<file path="src/rtl/bless_nic.sv">
// Local network interface for one bufferless deflection router: injection FIFO with
// head-of-line age stamping and starvation flag, plus a registered ejection port with destination check.
module bless_nic #(
  parameter logic [3:0] ADDR       = 4'b0000,
  parameter int          DEPTH      = 4,
  parameter int          STARVE_LIM = 16,
  parameter int          AGE_W      = 5,
  parameter int          DATA_W     = 32,
  localparam int         CTRL_W     = 5 + AGE_W
) (
  input  logic              clk,
  input  logic              rst,
  input  logic [CTRL_W-1:0] node_ci,
  input  logic [DATA_W-1:0] node_di,
  input  logic              node_valid,
  output logic              node_ready,
  output logic [CTRL_W-1:0] rtr_ci,
  output logic [DATA_W-1:0] rtr_di,
  input  logic              rtr_ready,
  input  logic [CTRL_W-1:0] rtr_co,
  input  logic [DATA_W-1:0] rtr_do,
  output logic [CTRL_W-1:0] ej_co,
  output logic [DATA_W-1:0] ej_do,
  output logic              ej_valid,
  output logic              dest_err,
  output logic              starve,
  output logic [15:0]       inj_count
);

  // Control word layout, MSB first: {valid, dest[3:0], age[AGE_W-1:0]}
  localparam int VALID_BIT = CTRL_W - 1;
  localparam int DEST_HI   = CTRL_W - 2;
  localparam int DEST_LO   = AGE_W;
  localparam int PTR_W     = $clog2(DEPTH);
  localparam int CNT_W     = $clog2(DEPTH + 1);

  localparam logic [CNT_W-1:0] FULL_CNT  = CNT_W'(DEPTH);
  localparam logic [AGE_W-1:0] STARVE_AT = AGE_W'(STARVE_LIM);
  localparam logic [AGE_W-1:0] AGE_MAX   = '1;

  logic [DATA_W-1:0] data_mem [DEPTH];
  logic [CTRL_W-1:0] ctrl_mem [DEPTH];

  logic [PTR_W-1:0] wr_ptr_reg, rd_ptr_reg;
  logic [CNT_W-1:0] count_reg;
  logic [AGE_W-1:0] wait_reg;
  logic [15:0]      inj_count_reg;
  logic             live_reg;
  logic [CTRL_W-1:0] ej_co_reg;
  logic [DATA_W-1:0] ej_do_reg;
  logic              ej_valid_reg, dest_err_reg;

  logic empty, push, pop;

  assign empty      = (count_reg == '0);
  // live_reg keeps node_ready low until the first clock after reset release.
  assign node_ready = live_reg && (count_reg < FULL_CNT);
  assign push       = node_valid && node_ready;
  assign pop        = !empty && rtr_ready;

  always_ff @(posedge clk) begin
    if (push) begin
      data_mem[wr_ptr_reg] <= node_di;
      ctrl_mem[wr_ptr_reg] <= node_ci;
    end
  end

  always_ff @(posedge clk or negedge rst) begin
    if (!rst) begin
      wr_ptr_reg    <= '0;
      rd_ptr_reg    <= '0;
      count_reg     <= '0;
      wait_reg      <= '0;
      inj_count_reg <= '0;
      live_reg      <= 1'b0;
    end else begin
      live_reg <= 1'b1;
      if (push) wr_ptr_reg <= wr_ptr_reg + PTR_W'(1);
      if (pop) begin
        rd_ptr_reg    <= rd_ptr_reg + PTR_W'(1);
        inj_count_reg <= inj_count_reg + 16'd1;
      end
      case ({push, pop})
        2'b10:   count_reg <= count_reg + CNT_W'(1);
        2'b01:   count_reg <= count_reg - CNT_W'(1);
        default: count_reg <= count_reg;
      endcase
      if (empty || pop)          wait_reg <= '0;
      else if (wait_reg != AGE_MAX) wait_reg <= wait_reg + AGE_W'(1);
    end
  end

  // Head flit is offered with its current wait as age; valid forced high.
  always_comb begin
    rtr_ci = '0;
    rtr_di = '0;
    if (!empty) begin
      rtr_ci              = ctrl_mem[rd_ptr_reg];
      rtr_ci[VALID_BIT]   = 1'b1;
      rtr_ci[AGE_W-1:0]   = wait_reg;
      rtr_di              = data_mem[rd_ptr_reg];
    end
  end

  assign starve    = !empty && (wait_reg >= STARVE_AT);
  assign inj_count = inj_count_reg;

  always_ff @(posedge clk or negedge rst) begin
    if (!rst) begin
      ej_co_reg    <= '0;
      ej_do_reg    <= '0;
      ej_valid_reg <= 1'b0;
      dest_err_reg <= 1'b0;
    end else begin
      ej_co_reg    <= rtr_co;
      ej_do_reg    <= rtr_do;
      ej_valid_reg <= rtr_co[VALID_BIT];
      dest_err_reg <= rtr_co[VALID_BIT] && (rtr_co[DEST_HI:DEST_LO] != ADDR);
    end
  end

  assign ej_co    = ej_co_reg;
  assign ej_do    = ej_do_reg;
  assign ej_valid = ej_valid_reg;
  assign dest_err = dest_err_reg;

endmodule
</file>
<file path="config.mk">
export PLATFORM = sky130hd
export DESIGN_NAME = bless_nic
export DESIGN_NICKNAME = d
export VERILOG_FILES = /design/src/rtl/bless_nic.sv
export SDC_FILE = /design/constraint.sdc
export NUM_CORES = 1
export LEC_CHECK = 0
export BUFFER_PORTS_ARGS = -buffer_cell sky130_fd_sc_hd__buf_2
export CAP_MARGIN = 40
export CORE_ASPECT_RATIO = 0.75
export CORE_UTILIZATION = 30
export CTS_BUF_LIST = sky130_fd_sc_hd__clkbuf_4
export DETAILED_ROUTE_END_ITERATION = 7
export HOLD_SLACK_MARGIN = 0.06
export MAX_ROUTING_LAYER = met4
export SYNTH_ARGS = -nofsm -noshare
export SYNTH_HDL_FRONTEND = slang
export SYNTH_SLANG_ARGS = --single-unit
</file>
<file path="constraint.sdc">
create_clock -name clk -period 4.2 [get_ports clk]
set_input_delay 0.63 -clock clk [delete_from_list [all_inputs] [get_ports clk]]
set_output_delay 0.63 -clock clk [all_outputs]
set_load 0.01 [all_outputs]
</file>
==> impl_metrics.csv, run 1 <==
group,metric,value,unit
power,powerDensity,572,mW/mm2
detailed_routing,drc,0,
synth,synth_cell_types,34,
timing,rsz0062_at_grt,"false",
synth,ys_ff_latch,216,
die,initial_core_util,0.307,
global_routing,grt_overflow,0,
clock_network,htree_levels,2,
timing,finalCriticalPeriod,3.41,ns
timing,slew_headroom,0.474,
power,irDropWorstVdd,0.000255,V
power,switching_share,0.302,
detailed_routing,drt_wl_total,18.1,mm
die,design.die.area,0.0273,mm2
critical_path,path_cells,"buf_4, mux4_2, and2_1, buf_2",
timing,finalHoldViolCount,0,
clock_network,cts-root-buf,"clkbuf_4",
hold_path,worstHoldPathType,"in -> reg",
clock_network,cts_tree,"done",
synth,seq_area_frac_synth,0.766,
clock_network,numCtsBuffers,54,
final_layout,largest_register_ffs,128,
place,postPlaceCellArea,0.00941,mm2
timing,max_freq,0.293,GHz
critical_path,cp.required,3.57,ns
global_routing,grt_pass1_vias,4985,
clock_network,clock_sinks,216,
global_routing,grt.total_usage,0.137,
clock_network,ctsResizeCount,0,
job,cap_viol_max_count,0,
synth,yosys.area.top_type,"edfxtp_1",
die,core_area,0.0261,mm2
synth,synth_top_cell_area_share,0.541,
status,status,"complete, no violations",
synth,synth_nets,500,
synth,syn_avg_cell_area,19.9,um2
final_layout,area_growth_syn_to_layout,31.9,%
synth,muxShareOfSynthArea,0.105,
global_routing,grt_max_degree,73,
synth,synthAdderAreaFrac,0.0150,
global_routing,grt_first_pass_wirelength,27.2,mm
clock_network,clk_path_buf_depth,3,
synth,synth_compound_area_frac,0.00798,
die,die_w,191,um
synth,syn_inst,403,
power,power_frac_seq,0.449,
place,port_buffers,185,
detailed_routing,antenna_left,0,
synth,synth-xor-area-share,0.0263,
timing,maxSlewViolCount,0,
power,power,6030,uW
die,core.rowCount,51,
clock_network,clk_pin_slew_worst_paths,0.06,ns
synth,synth_top_family_by_area,"multiplexers",
timing,setup_viol,0,
timing,fin_setup_tns,0,ns
final_layout,num-nets-final,778,
global_routing,antenna_found_initial,2,
detailed_routing,via_count,4630,
synth,synth-simple-area-share,0.0652,
detailed_routing,wl_per_cell,16.9,um
critical_path,worst_path_max_delay_cell,"dfrtp_2",
critical_path,crit_fanout,21,
critical_path,critical_path_arrival,2.78,ns
power,pwr-share-clk,0.283,
place,place_congestion,0.767,
critical_path,critPathLaunchType,"flop",
place,dpl.hpwl,10.7,mm
timing,clock_skew,0.0378,ns
clock_network,clk_latency,0.67,ns
power,power.internal,4210,uW
synth,synthTopCellsByArea,"edfxtp_1, dfrtp_1, mux4_2",
power,combinationalPowerShare,0.268,
timing,period_share,0.811,
power,p_sw,1820,uW
detailed_routing,vias_per_cell,4.34,
timing,tightest_slew,0.789,ns
synth,netlist_area,0.00800,mm2
detailed_routing,first_iter_violations,137,
critical_path,endpoint_kind,"primary output",
critical_path,path_class,"reg -> out",
final_layout,final_cell_area,0.0106,mm2
timing,holdWs,0.179,ns
detailed_routing,dr.pass1.iters,4,
power,p_leak,0.00425,uW
die,dieHeight,143,um
final_layout,drive_gt1_frac,0.445,
die,ios,192,
critical_path,cpPeakStageDelay,0.88,ns
synth,yosysWarnings,0,
-- path summary, 6_finish.rpt --
kind                            depth (start not counted)  slack (ns)              to     startpoint
worst max-delay path                                    4        0.79       rtr_di[4]  rd_ptr_reg[0]
worst min-delay path                                    1        0.18  data_mem[2][6]     node_di[6]
worst max register to register                          8        1.90    count_reg[2]   count_reg[0]
worst min register to register                          1        0.49   inj_count[15]  inj_count[15]
max in group asynchronous                               3        3.28        ej_do[3]            rst
min in group asynchronous                               2        0.36    inj_count[6]            rst
-- worst max-delay path: cells and delay by family (launching register included) --
kind          cells  cell delay, ns
flops             1            0.88
simple gates      1            0.18
buf+inv           2            0.51
mux               1            0.53
-- timing repair --
action	CTS	global route
hold endpoints to repair	82	0
buffers inserted	0	0
hold buffers	43	0
-- power by group through the flow --
stage | Sequential [uW] | Combinational, uW | Clock, uW
2_1_floorplan | 2650 | 1060 | 0
4_1_cts | 2720 | 1650 | 1780
5_1_grt | 2740 | 1770 | 1900
3_5_place_dp | 2760 | 1620 | 0
3_3_place_gp | 2790 | 1520 | 0
6_report | 2710 | 1610 | 1710
-- cells in the mapped netlist --
master	number
nand3_2	1
dfrtp_1	72
nor3_1	7
buf_2	3
nand2_1	8
nor2_1	3
conb_1	1
xor2_1	12
buf_4	4
nor3_2	1
o41a_1	1
nor2b_1	2
and3_1	6
buf_1	2
mux2i_1	3
clkbuf_2	1
clkbuf_1	5
nand4_1	3
nand3_1	4
mux4_2	36
o31ai_4	1
or2_1	1
edfxtp_1	144
nand4b_1	1
nor4_2	1
o311ai_4	1
and2_1	43
xnor2_1	12
nor4_4	1
o21ai_0	1
nor4_1	3
fa_1	1
inv_1	10
ha_1	8
-- per-layer routing --
layer,global-route usage,part of all wire,up-vias
li1,-,-,2109
met1,0.162,0.41,2315
met2,0.217,0.50,175
met3,0.0425,0.070,31
met4,0.0589,0.022,0
met5,-,0,-
-- layout make-up --
cell class	count	area [um2]
tap	344	430
multi-input combinational	162	1770
inverter	10	37.5
antenna	2	5.00
sequential	216	6130
timing repair buffer	237	1510
clock buffer	75	563
clock inverter	22	111
fill	2359	15500
-- kinds of logic after synthesis --
logic type | count (synthesis)
flops | 216
other cells | 1
simple gates | 85
xor+xnor | 24
buf+inv | 25
mux | 39
fa+ha+maj | 9
compound gates | 4
-- stage by stage --
stage	worst slack [ns]	std cells	utilization
final	0.792	1068	0.404
after floorplan	2.02	403	-
after global placement	1.37	920	0.357
after global routing	0.496	1068	0.404
after detailed placement	1.37	925	0.361
after CTS	0.599	1065	0.403
-- cells in the final DEF (no fill, tap or decap), types with 12 or more instances in the layout --
master / instances
edfxtp_1: 144
mux4_2: 36
dfrtp_1: 70
buf_2: 184
dlygate4sd3_1: 43
and2_1: 43
xor2_1: 12
clkbuf_4: 75
clkinv_1: 18
xnor2_1: 12
(Power assumes the default switching activity.)
==> run 2: changes to the inputs <==
==> constraint.sdc (replaced) <==
create_clock -name clk -period 3.35 [get_ports clk]
set_input_delay 0.5025 -clock clk [delete_from_list [all_inputs] [get_ports clk]]
set_output_delay 0.5025 -clock clk [all_outputs]
set_load 0.01 [all_outputs]
==> impl_metrics.csv, run 2 (synthesized netlist as in run 1, its figures left out) <==
group,metric,value,unit
status,status,"complete, no violations",
clock_network,htree_levels,2,
clock_network,clock_sinks,216,
critical_path,cp.required,2.85,ns
die,core_area,0.0261,mm2
die,ios,192,
critical_path,critPathLaunchType,"flop",
power,switching_share,0.307,
detailed_routing,wl_per_cell,16.3,um
clock_network,numCtsBuffers,54,
job,cap_viol_max_count,0,
die,design.die.area,0.0273,mm2
critical_path,crit_fanout,24,
detailed_routing,vias_per_cell,4.32,
final_layout,instances_no_fill,1103,
place,place_congestion,0.767,
final_layout,final_cell_mix,"buf_2, edfxtp_1, dlygate4sd3_1",
timing,period_share,0.862,
hold_path,worstHoldPathType,"in -> reg",
detailed_routing,drt_wl_total,18.0,mm
place,port_buffers,185,
clock_network,clk_latency,0.66,ns
power,combinationalPowerShare,0.289,
timing,tightest_slew,0.606,ns
detailed_routing,dr.pass1.iters,4,
die,initial_core_util,0.307,
power,power.internal,5220,uW
timing,clock_skew,0.0547,ns
critical_path,critical_path_arrival,2.39,ns
power,p_sw,2310,uW
final_layout,area_growth_syn_to_layout,35.7,%
power,pwr-share-clk,0.273,
power,powerDensity,694,mW/mm2
timing,finalCriticalPeriod,2.89,ns
timing,fin_setup_tns,0,ns
global_routing,grt.total_usage,0.139,
power,p_leak,0.00440,uW
die,core.rowCount,51,
final_layout,num-nets-final,816,
timing,maxSlewViolCount,0,
clock_network,clk_path_buf_depth,3,
global_routing,grt_max_degree,73,
place,dpl.hpwl,10.8,mm
final_layout,drive_gt1_frac,0.430,
detailed_routing,via_count,4763,
clock_network,cts-root-buf,"clkbuf_4",
power,irDropWorstVdd,0.000424,V
detailed_routing,antenna_left,0,
global_routing,grt_overflow,0,
place,placed_cells,928,
final_layout,largest_register_ffs,128,
power,power_frac_seq,0.438,
timing,setup_viol,0,
die,die_w,191,um
global_routing,grt_first_pass_wirelength,28.0,mm
final_layout,final_common_cell,"buf_2",
timing,slew_headroom,0.596,
critical_path,endpoint_kind,"primary output",
timing,max_freq,0.346,GHz
global_routing,antenna_found_initial,1,
clock_network,cts_tree,"done",
timing,rsz0062_at_grt,"false",
clock_network,ctsResizeCount,0,
critical_path,path_class,"reg -> out",
global_routing,grt_pass1_vias,5189,
die,dieHeight,143,um
timing,finalHoldViolCount,0,
detailed_routing,first_iter_violations,118,
clock_network,clk_pin_slew_worst_paths,0.06,ns
detailed_routing,drc,0,
## run 2: cell types whose count changed in the layout (fill, tap and decap cells not counted)
cell	change
buf_12	-4
buf_16	+1
buf_4	+6
bufinv_16	-1
clkbuf_4	-2
clkinv_1	-4
clkinv_2	+4
clkinv_4	+1
diode_2	-1
dlygate4sd3_1	+35
## run 2: path summary, 6_finish.rpt
path	startpoint	to	slack, ns	depth (start not counted)
worst min register to register	inj_count[15]	inj_count[15]	0.47	1
max in group asynchronous	rst	ej_co[7]	2.57	3
min in group asynchronous	rst	inj_count[14]	0.26	2
worst max register to register	count_reg[0]	count_reg[2]	1.05	8
worst min-delay path	node_di[3]	data_mem[0][3]	0.14	1
worst max-delay path	rd_ptr_reg[0]	rtr_di[7]	0.46	4
## run 2: per-stage QoR
stage | util | power [uW] | area [um2] | setup WS [ns] | hold WS, ns
6_report | 0.416 | 7530 | 10900 | 0.461 | 0.137
5_1_grt | 0.416 | 8020 | 10900 | 0.260 | 0.0800
4_1_cts | 0.415 | 7710 | 10800 | 0.309 | 0.0640
3_5_place_dp | 0.360 | 5520 | 9410 | 1.01 | 0.457
3_3_place_gp | 0.359 | 5430 | 9380 | 0.707 | 0.454
2_1_floorplan | - | 4650 | 8000 | 1.17 | 0.207
## run 2: per-layer routing
| metal | vias up | GRT usage | share of wire |
|---|---|---|---|
| met5 | - | - | 0 |
| met4 | 0 | 0.0577 | 0.024 |
| met3 | 41 | 0.0381 | 0.064 |
| met2 | 168 | 0.224 | 0.49 |
| met1 | 2361 | 0.165 | 0.42 |
| li1 | 2193 | - | - |
## run 2: critical path: stages (launching register included)
cell     delay, ns
dfrtp_2       0.35
buf_4         0.46
mux4_2        0.61
and2_1        0.17
buf_2         0.13
## run 2: power groups by stage
stage	logic (uW)	registers, uW	clock network, uW
2_1_floorplan	1330	3320	0
3_3_place_gp	2090	3340	0
3_5_place_dp	2150	3360	0
4_1_cts	2240	3310	2160
5_1_grt	2390	3330	2300
6_report	2170	3300	2060
## run 2: final cells by class
type	count	area, um2
Fill cell	2376	15200
Sequential cell	216	6130
Timing Repair Buffer	275	1850
Multi-Input combinational cell	162	1770
Clock buffer	73	548
Tap cell	344	430
Clock inverter	22	95.1
Inverter	10	37.5
Antenna cell	1	2.50
## run 2: repair_timing
item                                   4_1_cts  5_1_grt
endpoints found under the hold margin      255        0
hold buffers                                78        0
buffers inserted                             0        0
==> run 3: changes to the inputs <==
--- a/config.mk
+++ b/config.mk
@@ -5,6 +5,7 @@
 export SDC_FILE = /design/constraint.sdc
 export NUM_CORES = 1
 export LEC_CHECK = 0
+export ABC_AREA = 1
 export BUFFER_PORTS_ARGS = -buffer_cell sky130_fd_sc_hd__buf_2
 export CAP_MARGIN = 40
 export CORE_ASPECT_RATIO = 0.75
==> impl_metrics.csv, run 3 <==
group,metric,value,unit
synth,synth_cell_types,29,
power,combinationalPowerShare,0.328,
synth,synth_ff_type,"edfxtp_1",
clock_network,cts-root-buf,"clkbuf_4",
clock_network,clock_sinks,216,
clock_network,cts_tree,"done",
global_routing,grt_first_pass_wirelength,31.2,mm
die,initial_core_util,0.306,
final_layout,final_cell_mix,"buf_2, nor2_1, edfxtp_1",
detailed_routing,via_count,5895,
clock_network,numCtsBuffers,54,
synth,yosys.area.top_type,"edfxtp_1",
final_layout,num-nets-final,1065,
synth,synth.most_common_cell,"nor2_1",
critical_path,critical_path_arrival,2.47,ns
detailed_routing,vias_per_cell,4.33,
synth,ys_ff_latch,216,
power,pwr-share-clk,0.269,
synth,synthTopCellsByCount,"nor2_1, edfxtp_1, dfrtp_1",
synth,synth-edff-count,144,
critical_path,path_class,"reg -> out",
critical_path,cpPeakStageDelay,0.66,ns
die,design.die.area,0.0283,mm2
critical_path,ff2ff_path_depth,4,
place,port_buffers,185,
place,placed_cells,1183,
global_routing,grt_overflow,0,
final_layout,area_growth_syn_to_layout,34.3,%
timing,finalHoldViolCount,0,
timing,rsz0062_at_grt,"false",
final_layout,largest_register_ffs,128,
global_routing,antenna_found_initial,2,
timing,max_freq,0.336,GHz
power,p_leak,0.00464,uW
critical_path,worst-r2r-setup-slack,1.22,ns
global_routing,grt_max_degree,41,
critical_path,critPathLaunchType,"flop",
synth,netlist_area,0.00829,mm2
synth,syn_avg_cell_area,12.5,um2
power,power,8080,uW
place,place_congestion,0.787,
detailed_routing,drt_wl_total,20.0,mm
detailed_routing,dr.pass1.iters,4,
die,die_w,194,um
critical_path,path_cells,"buf_4, nor2_1, nor2_1, o21ai_0, a21oi_1, buf_2",
synth,synth_nets,760,
synth,synth_top_cell_area_share,0.522,
critical_path,crit_fanout,32,
critical_path,cp.required,2.85,ns
clock_network,clk_path_buf_depth,3,
power,power_frac_seq,0.404,
final_layout,drive_gt1_frac,0.292,
critical_path,worst_path_max_delay_cell,"dfrtp_2",
power,irDropWorstVdd,0.000384,V
final_layout,instances_no_fill,1360,
synth,syn_inst,663,
power,powerDensity,726,mW/mm2
detailed_routing,drc,0,
timing,tightest_slew,0.638,ns
die,dieHeight,146,um
timing,setup_ws,0.374,ns
synth,ys_async_sr_fraction,0.333,
final_layout,final_common_cell,"buf_2",
timing,setup_viol,0,
die,core.rowCount,52,
critical_path,worstReg2RegEnd,"data_mem[2][13]",
global_routing,grt.total_usage,0.147,
critical_path,cpMostUsedCell,"nor2_1",
die,core_area,0.0271,mm2
critical_path,endpoint_kind,"primary output",
place,dpl.hpwl,11.7,mm
final_layout,final_util,0.411,
job,cap_viol_max_count,0,
timing,maxSlewViolCount,0,
critical_path,r2r-start,"count_reg[2]",
detailed_routing,antenna_left,0,
hold_path,worstHoldPathType,"in -> async",
clock_network,clk_pin_slew_worst_paths,0.08,ns
power,p_sw,2890,uW
status,status,"complete, no violations",
synth,synthTopCellsByArea,"edfxtp_1, dfrtp_1, nor2_1",
detailed_routing,first_iter_violations,279,
timing,period_share,0.888,
die,ios,192,
detailed_routing,wl_per_cell,14.7,um
timing,fin_setup_tns,0,ns
global_routing,grt_pass1_vias,5996,
timing,clock_skew,0.0416,ns
timing,slew_headroom,0.574,
power,switching_share,0.357,
timing,finalCriticalPeriod,2.98,ns
power,power.internal,5190,uW
synth,yosysWarnings,0,
place,dp_slack,0.909,ns
clock_network,htree_levels,2,
clock_network,clk_latency,0.67,ns
synth,seq_area_frac_synth,0.739,
==> run 3: power groups by stage <==
stage / Sequential (uW) / Clock, uW / Combinational [uW]
after floorplan: 3290 / 0 / 1640
after global placement: 3310 / 0 / 2560
after detailed placement: 3310 / 0 / 2620
after CTS: 3260 / 2290 / 2700
after global routing: 3290 / 2410 / 2960
final: 3260 / 2170 / 2650
==> run 3: worst max-delay path by stage <==
stage	endpoint	cells past startpoint	slack, ns	startpoint
final	rtr_di[0]	6	0.37	rd_ptr_reg[0]
after detailed placement	rtr_di[23]	5	0.91	rd_ptr_reg[0]
after floorplan	ctrl_mem[0][5]	3	0.56	count_reg[2]
after global routing	rtr_di[0]	6	0.08	rd_ptr_reg[0]
after CTS	rtr_di[23]	5	0.11	rd_ptr_reg[0]
after global placement	rtr_di[25]	5	0.92	rd_ptr_reg[0]
==> run 3: per-stage QoR <==
| step | instance area [um2] | hold slack (ns) |
|---|---|---|
| after CTS | 11100 | 0.194 |
| after detailed placement | 9660 | 0.444 |
| after floorplan | 8290 | 0.207 |
| after global placement | 9640 | 0.441 |
| after global routing | 11100 | 0.236 |
| final | 11100 | 0.290 |
==> run 3: repair_timing <==
action | CTS | global route
gates resized for setup | 0 | 2
hold buffers | 80 | 0
setup buffers | 0 | 0
endpoints found under the hold margin | 215 | 0
endpoints found under the setup margin | 0 | 2
==> run 3: layout make-up <==
| type | count | area (um2) |
|---|---|---|
| Fill cell | 2581 | 15900 |
| Clock inverter | 27 | 158 |
| Inverter | 38 | 145 |
| Multi-Input combinational cell | 380 | 1860 |
| Timing Repair Buffer | 278 | 1890 |
| Antenna cell | 2 | 5.00 |
| Tap cell | 351 | 439 |
| Sequential cell | 216 | 6130 |
| Clock buffer | 68 | 510 |
==> run 3: logic make-up after synthesis <==
family	after synthesis	share of synthesized area
buf+inv	67	0.0404
fa+ha+maj	9	0.0145
flops	216	0.739
simple gates	238	0.119
other cells	1	0.000452
compound gates	116	0.0700
xor+xnor	16	0.0169
==> run 3: worst max-delay path: cells and delay by family (launching register included) <==
| family | cells | cell delay, ns |
|---|---|---|
| AOI/OAI and AO/OA | 2 | 0.34 |
| buffers and inverters | 2 | 0.60 |
| and+or+nand+nor | 2 | 0.18 |
| DFF | 1 | 0.66 |
==> run 3: metal layers <==
metal	part of all wire	wire (um)	up-vias	GRT usage
met5	0	0	-	-
met4	0.026	529	0	0.0651
met3	0.051	1020	47	0.0355
met2	0.49	9860	144	0.236
met1	0.43	8630	2810	0.176
li1	-	-	2894	-
